File: config.mk
export PLATFORM = sky130hd
export DESIGN_NAME = irq_ctl
export DESIGN_NICKNAME = d
export VERILOG_FILES = /design/src/rtl/irq_ctl.sv
export SDC_FILE = /design/constraint.sdc
export NUM_CORES = 1
export LEC_CHECK = 0
export BUFFER_PORTS_ARGS = -buffer_cell sky130_fd_sc_hd__buf_2
export CAP_MARGIN = 30
export CORE_ASPECT_RATIO = 0.6
export CORE_MARGIN = 2
export CORE_UTILIZATION = 45
export DETAILED_ROUTE_END_ITERATION = 16
export PLACE_DENSITY = 0.8
export SYNTH_ARGS = -nofsm -noshare
export SYNTH_HDL_FRONTEND = slang
export SYNTH_SLANG_ARGS = --single-unit
File: constraint.sdc
create_clock -name clk -period 2.2 [get_ports clk]
set_input_delay 0.11 -clock clk [delete_from_list [all_inputs] [get_ports clk]]
set_output_delay 0.11 -clock clk [all_outputs]
set_load 0.1 [all_outputs]
File: src/rtl/irq_ctl.sv
// irq_ctl: small CP0-style exception and interrupt controller.
// It sits next to decode. It synchronises the external interrupt lines and
// applies the Status mask and enable. On entry it captures EPC and the Cause
// code. It drives a PC-select override toward the handler vector and, on
// eret, back to EPC.
//
//  state   | meaning
//  --------+--------------------------------------------------------------
//  USER    | normal execution; exceptions and enabled interrupts are taken
//  ENTER   | one-cycle entry: irq pulse to decode, fetch redirected to VECTOR
//  HANDLER | supervisor mode; interrupts ignored, CP0 writable, eret returns
//  HALT    | double fault; sticky until reset, no redirects
module irq_ctl #(
   parameter int          NUM_IRQ = 4,
   parameter logic [31:0] VECTOR  = 32'h0000_0080
) (
   input  logic               clk,
   input  logic               reset_n,
   input  logic [NUM_IRQ-1:0] irq_in,
   input  logic               exception,
   input  logic               instr_valid,
   input  logic [31:0]        pc,
   input  logic               eret,
   input  logic               cp0_we,
   input  logic [4:0]         cp0_addr,
   input  logic [31:0]        cp0_wdata,
   output logic [31:0]        cp0_rdata,
   output logic               irq,
   output logic               supervisor,
   output logic               redirect,
   output logic [31:0]        redirect_pc,
   output logic               fault
);

   localparam logic [1:0] ST_USER    = 2'd0;
   localparam logic [1:0] ST_ENTER   = 2'd1;
   localparam logic [1:0] ST_HANDLER = 2'd2;
   localparam logic [1:0] ST_HALT    = 2'd3;

   localparam logic [4:0] ADDR_STATUS = 5'd12;
   localparam logic [4:0] ADDR_CAUSE  = 5'd13;
   localparam logic [4:0] ADDR_EPC    = 5'd14;

   localparam logic [4:0] CODE_INT = 5'd0;
   localparam logic [4:0] CODE_RI  = 5'd10;

   logic [1:0]         state;
   logic [1:0]         state_nxt;
   logic [NUM_IRQ-1:0] sync_a;
   logic [NUM_IRQ-1:0] sync_b;
   logic [NUM_IRQ-1:0] pend;
   logic               status_ie;
   logic [NUM_IRQ-1:0] status_mask;
   logic [4:0]         cause_code;
   logic [31:0]        epc;

   logic               take_exc;
   logic               take_int;
   logic               handler_eret;
   logic               cp0_wr_ok;

   // two-flop synchroniser on each asynchronous interrupt line
   always_ff @(posedge clk or negedge reset_n) begin
      if (!reset_n) begin
         sync_a <= '0;
         sync_b <= '0;
      end else begin
         sync_a <= irq_in;
         sync_b <= sync_a;
      end
   end

   assign pend = sync_b & status_mask;

   // An eret seen in USER has no handler to return from, so it is treated
   // like an illegal instruction. A faulting retire always beats an
   // interrupt on the same cycle.
   assign take_exc     = (state == ST_USER) && instr_valid && (exception || eret);
   assign take_int     = (state == ST_USER) && instr_valid && !(exception || eret)
                         && status_ie && (|pend);
   assign handler_eret = (state == ST_HANDLER) && instr_valid && eret;
   assign cp0_wr_ok    = (state == ST_HANDLER) && cp0_we;

   // next-state decode
   always_comb begin
      state_nxt = state;
      case (state)
         ST_USER: begin
            if (take_exc || take_int) begin
               state_nxt = ST_ENTER;
            end
         end
         ST_ENTER: begin
            state_nxt = ST_HANDLER;
         end
         ST_HANDLER: begin
            if (handler_eret) begin
               state_nxt = ST_USER;
            end else if (instr_valid && exception) begin
               state_nxt = ST_HALT;
            end
         end
         ST_HALT: begin
            state_nxt = ST_HALT;
         end
         default: begin
            state_nxt = ST_USER;
         end
      endcase
   end

   // state register
   always_ff @(posedge clk or negedge reset_n) begin
      if (!reset_n) begin
         state <= ST_USER;
      end else begin
         state <= state_nxt;
      end
   end

   // Status register. It is written only from the handler so that user code
   // cannot unmask itself.
   always_ff @(posedge clk or negedge reset_n) begin
      if (!reset_n) begin
         status_ie   <= 1'b0;
         status_mask <= '0;
      end else if (cp0_wr_ok && (cp0_addr == ADDR_STATUS)) begin
         status_ie   <= cp0_wdata[0];
         status_mask <= cp0_wdata[8 +: NUM_IRQ];
      end
   end

   // Capture EPC and the cause code on entry. The handler may rewrite EPC.
   // Capture happens only in USER and writes happen only in HANDLER, so the
   // two never collide.
   always_ff @(posedge clk or negedge reset_n) begin
      if (!reset_n) begin
         epc        <= '0;
         cause_code <= '0;
      end else if (take_exc) begin
         epc        <= pc;
         cause_code <= CODE_RI;
      end else if (take_int) begin
         epc        <= pc;
         cause_code <= CODE_INT;
      end else if (cp0_wr_ok && (cp0_addr == ADDR_EPC)) begin
         epc <= cp0_wdata;
      end
   end

   // combinational CP0 read port; unmapped addresses read as zero
   always_comb begin
      cp0_rdata = '0;
      case (cp0_addr)
         ADDR_STATUS: begin
            cp0_rdata[0]             = status_ie;
            cp0_rdata[8 +: NUM_IRQ]  = status_mask;
         end
         ADDR_CAUSE: begin
            cp0_rdata[6:2]           = cause_code;
            cp0_rdata[8 +: NUM_IRQ]  = pend;
         end
         ADDR_EPC: begin
            cp0_rdata = epc;
         end
         default: begin
            cp0_rdata = '0;
         end
      endcase
   end

   // Most outputs are decoded from state alone. The eret redirect is the
   // exception: it is taken on the eret cycle itself, from the EPC value
   // held before any same-cycle write.
   always_comb begin
      irq         = 1'b0;
      redirect    = 1'b0;
      redirect_pc = '0;
      supervisor  = 1'b0;
      fault       = 1'b0;
      case (state)
         ST_ENTER: begin
            irq         = 1'b1;
            redirect    = 1'b1;
            redirect_pc = VECTOR;
         end
         ST_HANDLER: begin
            supervisor = 1'b1;
            if (handler_eret) begin
               redirect    = 1'b1;
               redirect_pc = epc;
            end
         end
         ST_HALT: begin
            supervisor = 1'b1;
            fault      = 1'b1;
         end
         default: begin
            irq = 1'b0;
         end
      endcase
   end

endmodule
==> flow_summary.yaml, run 1 <==
drt:
  wl_um: 7830
  route.detailed.drc: 0
  firstDrtPassIters: 6
  drt_iter0_drc: 53
  vias: 2392
  postRouteAntennaNets: 0
  wire_per_inst_um: 16.3
  avgViaCountPerCell: 4.97
pwr:
  power_frac_clock_pct: 14.1
  p_comb_share_pct: 52.6
  p_sw_share_pct: 42.9
  p_leak_nw: 2.10
  p_per_area_nw_per_um2: 1040
  p_total_mw: 4.50
  p_int_mw: 2.57
  p_switching_mw: 1.93
  p_seq_share_pct: 33.4
  ir_drop_mv: 0.868
flow_run:
  drv_cap: 0
die:
  coreArea_sq_um: 6060
  die_area_sq_um: 6900
  die_x_um: 106
  die_h_um: 65.1
  rows: 22
  top_level_ports: 147
  start_util_pct: 46.3
synthesis:
  yosys_warnings: 0
  synth_edf_count: 0
  synthDistinctLibCells: 31
  yosys.area_share.simple_pct: 17.4
  ys_seq_area_share_pct: 42.8
  synth.net_count: 323
  ys_ff_latch: 48
  syn-instance-count: 239
  synth_area_leader_cell: "dfrtp_1"
  synth_top_cell_area_share_pct: 42.8
  ys_async_sr_fraction_pct: 100
  synth_ff_type: "dfrtp_1"
  synth_top_family_by_area: "multiplexers"
  synth.avg_cell_area_sq_um: 11.7
  synthTopCellsByArea: "dfrtp_1, mux2_2, and2_1, mux2_1, ha_1"
  synth-adder-area-share_pct: 2.23
  synth_mux_area_share_pct: 28.1
  synth_area_sq_um: 2800
  synth_xor_area_share_pct: 0
  synth-compound-area-share_pct: 6.69
timing:
  period_minus_slack_ns: 2.11
  slew_headroom_pct: 59.3
  finalCritPeriodShare_pct: 95.9
  setup_violations: 0
  rsz0062_at_grt: "true"
  max_freq_ghz: 0.474
  clock_skew_ns: 0.00849
  tightest_slew_ns: 0.610
  layout_setup_ws_ns: 0.0896
  hold_viol_final: 0
  finalMaxSlewViolations: 0
cts:
  clk_latency_ns: 0.30
  numCtsBuffers: 5
  clock_tree.root_cell: "clkbuf_8"
  cts_sinks: 48
  clk_pin_slew_ns: 0.09
  cts_buffer_depth: 2
  h-tree-depth: 2
  tritoncts: "yes"
global_route:
  globalRouteTotalUtil_pct: 23.2
  gr-total-overflow: 0
  antenna_found_initial: 0
  grt_pass1_wl_um: 12200
  first_global_vias: 2446
  grt_start_max_net_pins: 49
critical_path:
  criticalPathCategory: "flip-flop to primary output"
  startpoint_type: "flip-flop"
  crit_path_max_fanout: 15
  cp_data_required_time_ns: 2.09
  arrival_ns: 2.00
  cp-end-kind: "primary output"
placed_design:
  dp.cells: 467
  portBuffers: 146
  post-place-ws_ns: 0.184
  place.gp.congestion: 0.843
  dp_hpwl_um: 6180
final_layout:
  drive_gt1_share_pct: 59.7
  num-fill-cells: 469
  diodes: 0
  multi_input_area_sq_um: 1550
  seq_area_sq_um: 1200
  fin_nets: 480
  stdcell_count: 481
  area_delta_synth_final_pct: 54.6
status:
  status: "completed"
hold_path:
  hp-class: "input port to flip-flop"
==> per-stage QoR <==
stage / cell area [sq um] / util (%) / setup TNS [ns] / hold slack (ns)
floorplan: 2830 / - / 0 / -0.186
global placement: 4170 / 68.8 / 0 / 0.219
detailed placement: 4170 / 68.8 / 0 / 0.219
CTS: 4320 / 71.4 / 0 / 0.0270
global route: 4330 / 71.6 / -0.0268 / 0.0260
finish: 4330 / 71.6 / 0 / 0.0312
==> Yosys cell counts, types with 2 or more instances <==
master and n:
mux2_2 59, and2_1 55, dfrtp_1 48, mux2_1 10
nand2_1 8, o21ai_0 7, buf_4 6, clkbuf_1 6
ha_1 5, nor2_1 4, o31ai_1 4, a32o_1 3
inv_1 3, a21oi_1 2, a22oi_1 2, and4_1 2
==> critical path, cell delays in order, from the launching register on <==
cell	delay, ns
dfrtp_1	0.39
inv_1	0.11
ha_1	0.35
and4_1	0.22
buf_4	0.21
and2_1	0.22
buf_12	0.19
==> what timing repair did <==
item / in CTS / in global routing
endpoints found under the setup margin: 0 / 34
hold buffers: 5 / 0
gates resized for setup: 0 / 2
setup buffers: 0 / 1
endpoints found under the hold margin: 52 / 0
==> final timing paths <==
check | start | end | depth (start not counted) | slack (ns)
worst max-delay path | state[1]$_DFFE_PN0P_ | redirect_pc[30] | 6 | 0.09
worst min-delay path | pc[11] | epc[11]$_DFFE_PN0P_ | 2 | 0.03
worst max register to register | state[0]$_DFFE_PN0P_ | epc[19]$_DFFE_PN0P_ | 7 | 0.21
worst min register to register | sync_a[1]$_DFF_PN0_ | sync_b[1]$_DFF_PN0_ | 0 | 0.36
max in group asynchronous | reset_n | cause_code[1]$_DFFE_PN0P_ | 3 | 1.35
min in group asynchronous | reset_n | epc[6]$_DFFE_PN0P_ | 3 | 0.43
==> per-layer routing <==
layer | track usage (%) | part of all wire (%) | vias to the layer above
li1 | - | - | 1152
met1 | 29.6 | 43 | 1143
met2 | 38.1 | 47 | 88
met3 | 7.94 | 8.8 | 9
met4 | 6.41 | 1.3 | 0
met5 | 0 | 0 | -
==> registers in the layout, indices dropped and copies added, names as in the netlist <==
register     flops
epc             32
status_mask      4
sync_a           4
sync_b           4
state            2
cause_code       1
status_ie        1
==> area by class of cell <==
class / count / area share [%]
timing repair buffer: 162 / 31.3
sequential: 48 / 27.7
clock inverter: 2 / 0.808
tap: 84 / 2.42
inverter: 3 / 0.260
multi-input combinational: 176 / 35.8
clock buffer: 6 / 1.67
==> power groups by stage <==
stage	clock network [mW]	logic [mW]	registers [mW]
floorplan	0	1.77	1.41
finish	0.633	2.37	1.50
global route	0.681	2.50	1.57
CTS	0.644	2.36	1.51
global placement	0	2.27	1.50
detailed placement	0	2.35	1.53
==> cell usage in the layout (no fill, tap or decap), types with 2 or more instances in the layout <==
cell type	instances
dfrtp_1	48
and2_1	54
o31ai_2	4
dlygate4sd3_1	5
buf_4	10
buf_2	114
inv_1	2
clkbuf_8	5
mux2_1	10
buf_12	33
o21ai_0	7
and4_1	2
a32o_1	3
nor2_1	3
a22oi_1	2
nand2_1	8
a21oi_1	2
ha_1	4
mux2_2	59
==> logic make-up (layout without fill, tap and decap cells) <==
kind of cell	after synthesis	after routing
multiplexers	70	70
AO/OA/AOI/OAI	24	24
AND/OR/NAND/NOR	77	77
flip-flops	48	48
adder cells (fa/ha/maj)	5	5
buffers and inverters	15	173
Note: power is estimated with default switching activity, not from simulation.
==> inputs of run 2 (changes only) <==
--- a/config.mk
+++ b/config.mk
@@ -11,7 +11,7 @@
 export CORE_MARGIN = 2
 export CORE_UTILIZATION = 45
 export DETAILED_ROUTE_END_ITERATION = 16
-export PLACE_DENSITY = 0.8
+export PLACE_DENSITY = 0.89
 export SYNTH_ARGS = -nofsm -noshare
 export SYNTH_HDL_FRONTEND = slang
 export SYNTH_SLANG_ARGS = --single-unit
==> constraint.sdc (replaced) <==
create_clock -name clk -period 2.1 [get_ports clk]
set_input_delay 0.105 -clock clk [delete_from_list [all_inputs] [get_ports clk]]
set_output_delay 0.105 -clock clk [all_outputs]
set_load 0.1 [all_outputs]
==> flow_summary.yaml, run 2 (synthesis results as in run 1) <==
status:
  status: "completed"
critical_path:
  reg2regPathDepth: 7
  crit_family: "buffers and inverters"
  startpoint_type: "flip-flop"
  cp_data_required_time_ns: 2.00
  crit_end: "redirect_pc[25]"
  cp_slowest_cell: "dfrtp_1"
  arrival_ns: 1.98
  criticalPathCategory: "flip-flop to primary output"
  path_buf_inv: 4
  critPathLaunch: "state[0]$_DFFE_PN0P_"
  cp_common_cell: "buf_12"
  crit-reg2reg-capture: "epc[22]$_DFFE_PN0P_"
  r2r_setup_slack_ns: 0.03
  r2r-start: "state[0]$_DFFE_PN0P_"
  worst-path-stages: 7
  crit_path_max_fanout: 16
  max_stage_delay_ns: 0.39
  cp_cell_sequence: "inv_2 -> buf_4 -> ha_4 -> and4_4 -> buf_12 -> and2_1 -> buf_12"
  cp-end-kind: "primary output"
die:
  rows: 22
  die_h_um: 65.1
  coreArea_sq_um: 6060
  start_util_pct: 46.3
  top_level_ports: 147
  die_area_sq_um: 6900
  die_x_um: 106
timing:
  slew_headroom_pct: 58.9
  hold_ws_ns: 0.0178
  hold_viol_final: 0
  tightest_slew_ns: 0.617
  rsz0062_at_grt: "true"
  layout_setup_ws_ns: 0.0105
  finalMaxSlewViolations: 0
  clock_skew_ns: 0.00808
  finalCritPeriodShare_pct: 99.5
  period_minus_slack_ns: 2.09
  max_freq_ghz: 0.479
  setup_violations: 0
global_route:
  globalRouteTotalUtil_pct: 25.1
  grt_start_max_net_pins: 49
  grt_busiest_layer: "met2"
  first_global_vias: 2596
  antenna_found_initial: 0
  grt_use_met1_pct: 31.6
  met2_usage_pct: 40.4
  gr-total-overflow: 0
  grt.met3_usage_pct: 10.2
  grt_pass1_wl_um: 13300
final_layout:
  largest_reg_flops: 32
  top_register: "epc"
  multi_input_area_sq_um: 1620
  drive_gt1_share_pct: 66.7
  layout_common_cells: "buf_2, mux2_2, dfrtp_1"
  num-fill-cells: 411
  seq_area_sq_um: 1200
  fin_nets: 485
  area_delta_synth_final_pct: 61.9
  diodes: 0
  post-route-util_pct: 75.0
  final_common_cell: "buf_2"
placed_design:
  post-place-ws_ns: 0.0169
  dp_hpwl_um: 6220
  place.gp.congestion: 0.839
  portBuffers: 146
cts:
  clk_pin_slew_ns: 0.09
  cts_buffer_depth: 2
  h-tree-depth: 2
  numCtsBuffers: 5
  cts_sinks: 48
  tritoncts: "yes"
  clk_latency_ns: 0.31
  clock_tree.root_cell: "clkbuf_8"
drt:
  route.detailed.drc: 0
  drt_iter0_drc: 115
  firstDrtPassIters: 4
  wl_um: 8690
  postRouteAntennaNets: 0
  avgViaCountPerCell: 5.27
  wire_per_inst_um: 17.9
  vias: 2561
pwr:
  p_per_area_nw_per_um2: 1110
  p_total_mw: 5.04
  ir_drop_mv: 1.19
  p_leak_nw: 2.18
hold_path:
  hp-class: "input port to flip-flop"
flow_run:
  drv_cap: 0
-- run 2: per-stage QoR --
stage	cells	TNS (ns)	cell area (sq um)
2_1_floorplan	239	0	2830
3_3_place_gp	466	0	4220
3_5_place_dp	466	0	4220
4_1_cts	482	0	4440
5_1_grt	486	-0.189	4540
6_report	486	0	4540
-- run 2: how the worst min path moves through the flow --
stage	from	cells after the start	end
2_1_floorplan	reset_n	0	cause_code[1]$_DFFE_PN0P_
3_3_place_gp	irq_in[1]	1	sync_a[1]$_DFF_PN0_
3_5_place_dp	irq_in[2]	1	sync_a[2]$_DFF_PN0_
4_1_cts	pc[7]	2	epc[7]$_DFFE_PN0P_
5_1_grt	pc[8]	2	epc[8]$_DFFE_PN0P_
6_report	pc[8]	2	epc[8]$_DFFE_PN0P_
-- run 2: area by class of cell --
type,instances,share of cell area [%]
clock inverter,1,0.661
sequential,48,26.5
timing repair buffer,167,32.5
clock buffer,7,2.12
tap,84,2.31
inverter,3,0.248
multi-input combinational,176,35.7
-- run 2: what timing repair did --
| action | in CTS | in global routing |
|---|---|---|
| pin swaps | 0 | 1 |
| setup buffers | 2 | 4 |
| gates resized for setup | 10 | 24 |
| endpoints found under the setup margin | 48 | 41 |
| cloned | 1 | 0 |
| hold buffers | 5 | 0 |
| hold endpoints to repair | 52 | 0 |
-- run 2: power by group --
group / internal [mW] / total, mW / switching, mW
Clock: 0.421 / 0.747 / 0.326
Sequential: 1.30 / 1.58 / 0.281
Combinational: 1.18 / 2.71 / 1.53
-- run 2: layer usage --
layer	part of all wire [%]	vias to the layer above	routed length [um]
li1	-	1153	-
met1	41	1248	3560
met2	48	141	4160
met3	9.5	19	828
met4	1.7	0	144
met5	0	-	0
==> inputs of run 3 (changes only) <==
--- a/config.mk
+++ b/config.mk
@@ -11,7 +11,7 @@
 export CORE_MARGIN = 2
 export CORE_UTILIZATION = 45
 export DETAILED_ROUTE_END_ITERATION = 16
-export PLACE_DENSITY = 0.89
+export PLACE_DENSITY_LB_ADDON = 0.15
 export SYNTH_ARGS = -nofsm -noshare
 export SYNTH_HDL_FRONTEND = slang
 export SYNTH_SLANG_ARGS = --single-unit
==> flow_summary.yaml, run 3 (synthesis results as in run 1) <==
critical_path:
  cp_data_required_time_ns: 2.00
  cp_common_cell: "buf_12"
  arrival_ns: 1.92
  crit_family: "buffers and inverters"
  cp_slowest_cell: "dfrtp_1"
  crit_path_max_fanout: 16
  max_stage_delay_ns: 0.41
  cp-end-kind: "primary output"
  criticalPathCategory: "flip-flop to primary output"
  path_buf_inv: 3
  startpoint_type: "flip-flop"
  cp_cell_sequence: "inv_1 -> ha_4 -> and4_4 -> buf_12 -> and2_4 -> buf_12"
  worst-path-stages: 6
  reg2regPathDepth: 8
  r2r_setup_slack_ns: 0.08
drt:
  wire_per_inst_um: 17.4
  drt_iter0_drc: 74
  avgViaCountPerCell: 5.09
  postRouteAntennaNets: 0
  wl_um: 8460
  vias: 2476
  route.detailed.drc: 0
  firstDrtPassIters: 4
cts:
  clk_latency_ns: 0.30
  h-tree-depth: 2
  clk_pin_slew_ns: 0.09
  clock_tree.root_cell: "clkbuf_8"
  cts_sinks: 48
  tritoncts: "yes"
  numCtsBuffers: 5
  cts_buffer_depth: 2
final_layout:
  design_area_sq_um: 4770
  post-route-util_pct: 78.7
  diodes: 0
  final_common_cell: "buf_2"
  area_delta_synth_final_pct: 70.0
  largest_reg_flops: 32
  top_register: "epc"
  fin_nets: 486
  drive_gt1_share_pct: 68.2
  layout_common_cells: "buf_2, mux2_2, buf_12"
flow_run:
  drv_cap: 0
timing:
  finalMaxSlewViolations: 0
  hold_viol_final: 0
  layout_setup_ws_ns: 0.0786
  tightest_slew_ns: 0.527
  finalCritPeriodShare_pct: 96.3
  slew_headroom_pct: 64.8
  hold_ws_ns: 0.0244
  clock_skew_ns: 0.00693
  tns_ns: 0
  max_freq_ghz: 0.495
  setup_violations: 0
  period_minus_slack_ns: 2.02
global_route:
  antenna_found_initial: 0
  grt_start_max_net_pins: 30
  gr-total-overflow: 0
  first_global_vias: 2504
  globalRouteTotalUtil_pct: 24.1
  grt_pass1_wl_um: 12700
die:
  top_level_ports: 147
  coreArea_sq_um: 6060
  die_area_sq_um: 6900
  die_h_um: 65.1
  rows: 22
  die_x_um: 106
  start_util_pct: 46.3
pwr:
  p_per_area_nw_per_um2: 1010
  ir_drop_mv: 1.25
  p_leak_nw: 2.23
placed_design:
  dp_hpwl_um: 6110
  place_area_sq_um: 4430
  portBuffers: 146
  post-place-ws_ns: 0.0223
  place.gp.congestion: 0.860
status:
  status: "completed"
hold_path:
  hp-class: "input port to flip-flop"
  whs_path_depth: 2
==> run 3: changes by cell type in the layout (fill, tap and decap cells not counted), sizes merged <==
cell	delta
buf	-1
bufinv	-1
clkbuf	+1
clkinv	+1
==> run 3: per-layer routing <==
layer  global-route usage [%]  share of wire [%]  up-vias  wire [um]
li1                         -                  -     1163          -
met1                     31.7                 44     1200       3700
met2                     38.0                 47      103       4000
met3                     8.23                7.9       10        665
met4                     7.07                1.1        0         95
met5                        0                  0        -          0
==> run 3: metrics by stage <==
step | std cells | total power [mW]
finish | 486 | 4.82
global route | 486 | 5.08
CTS | 481 | 4.66
detailed placement | 468 | 4.10
global placement | 468 | 3.99
floorplan | 239 | 3.34
==> run 3: cell type report <==
| type | instances | area, sq um |
|---|---|---|
| tap | 84 | 105 |
| inverter | 3 | 11.3 |
| timing repair buffer | 168 | 1730 |
| sequential | 48 | 1200 |
| clock buffer | 6 | 72.6 |
| clock inverter | 1 | 5.00 |
| fill | 382 | 1290 |
| multi-input combinational | 176 | 1650 |
==> run 3: path summary, 6_finish.rpt <==
check,start,to
hold / removal,pc[22],epc[22]$_DFFE_PN0P_
setup reg to reg,state[0]$_DFFE_PN0P_,epc[1]$_DFFE_PN0P_
hold reg to reg,sync_a[1]$_DFF_PN0_,sync_b[1]$_DFF_PN0_
setup / recovery,state[1]$_DFFE_PN0P_,redirect_pc[2]
min in group asynchronous,reset_n,epc[4]$_DFFE_PN0P_
max in group asynchronous,reset_n,cause_code[1]$_DFFE_PN0P_
==> run 3: report_power, final <==
group          switching (mW)  internal, mW
Sequential              0.280          1.30
Clock                   0.301         0.227
Combinational            1.53          1.19
==> run 3: what timing repair did <==
item,CTS,global route
resized for setup,5,35
cloned,0,2
setup buffers,1,3
setup endpoints to repair,32,60
hold buffers,5,0
hold endpoints to repair,25,0
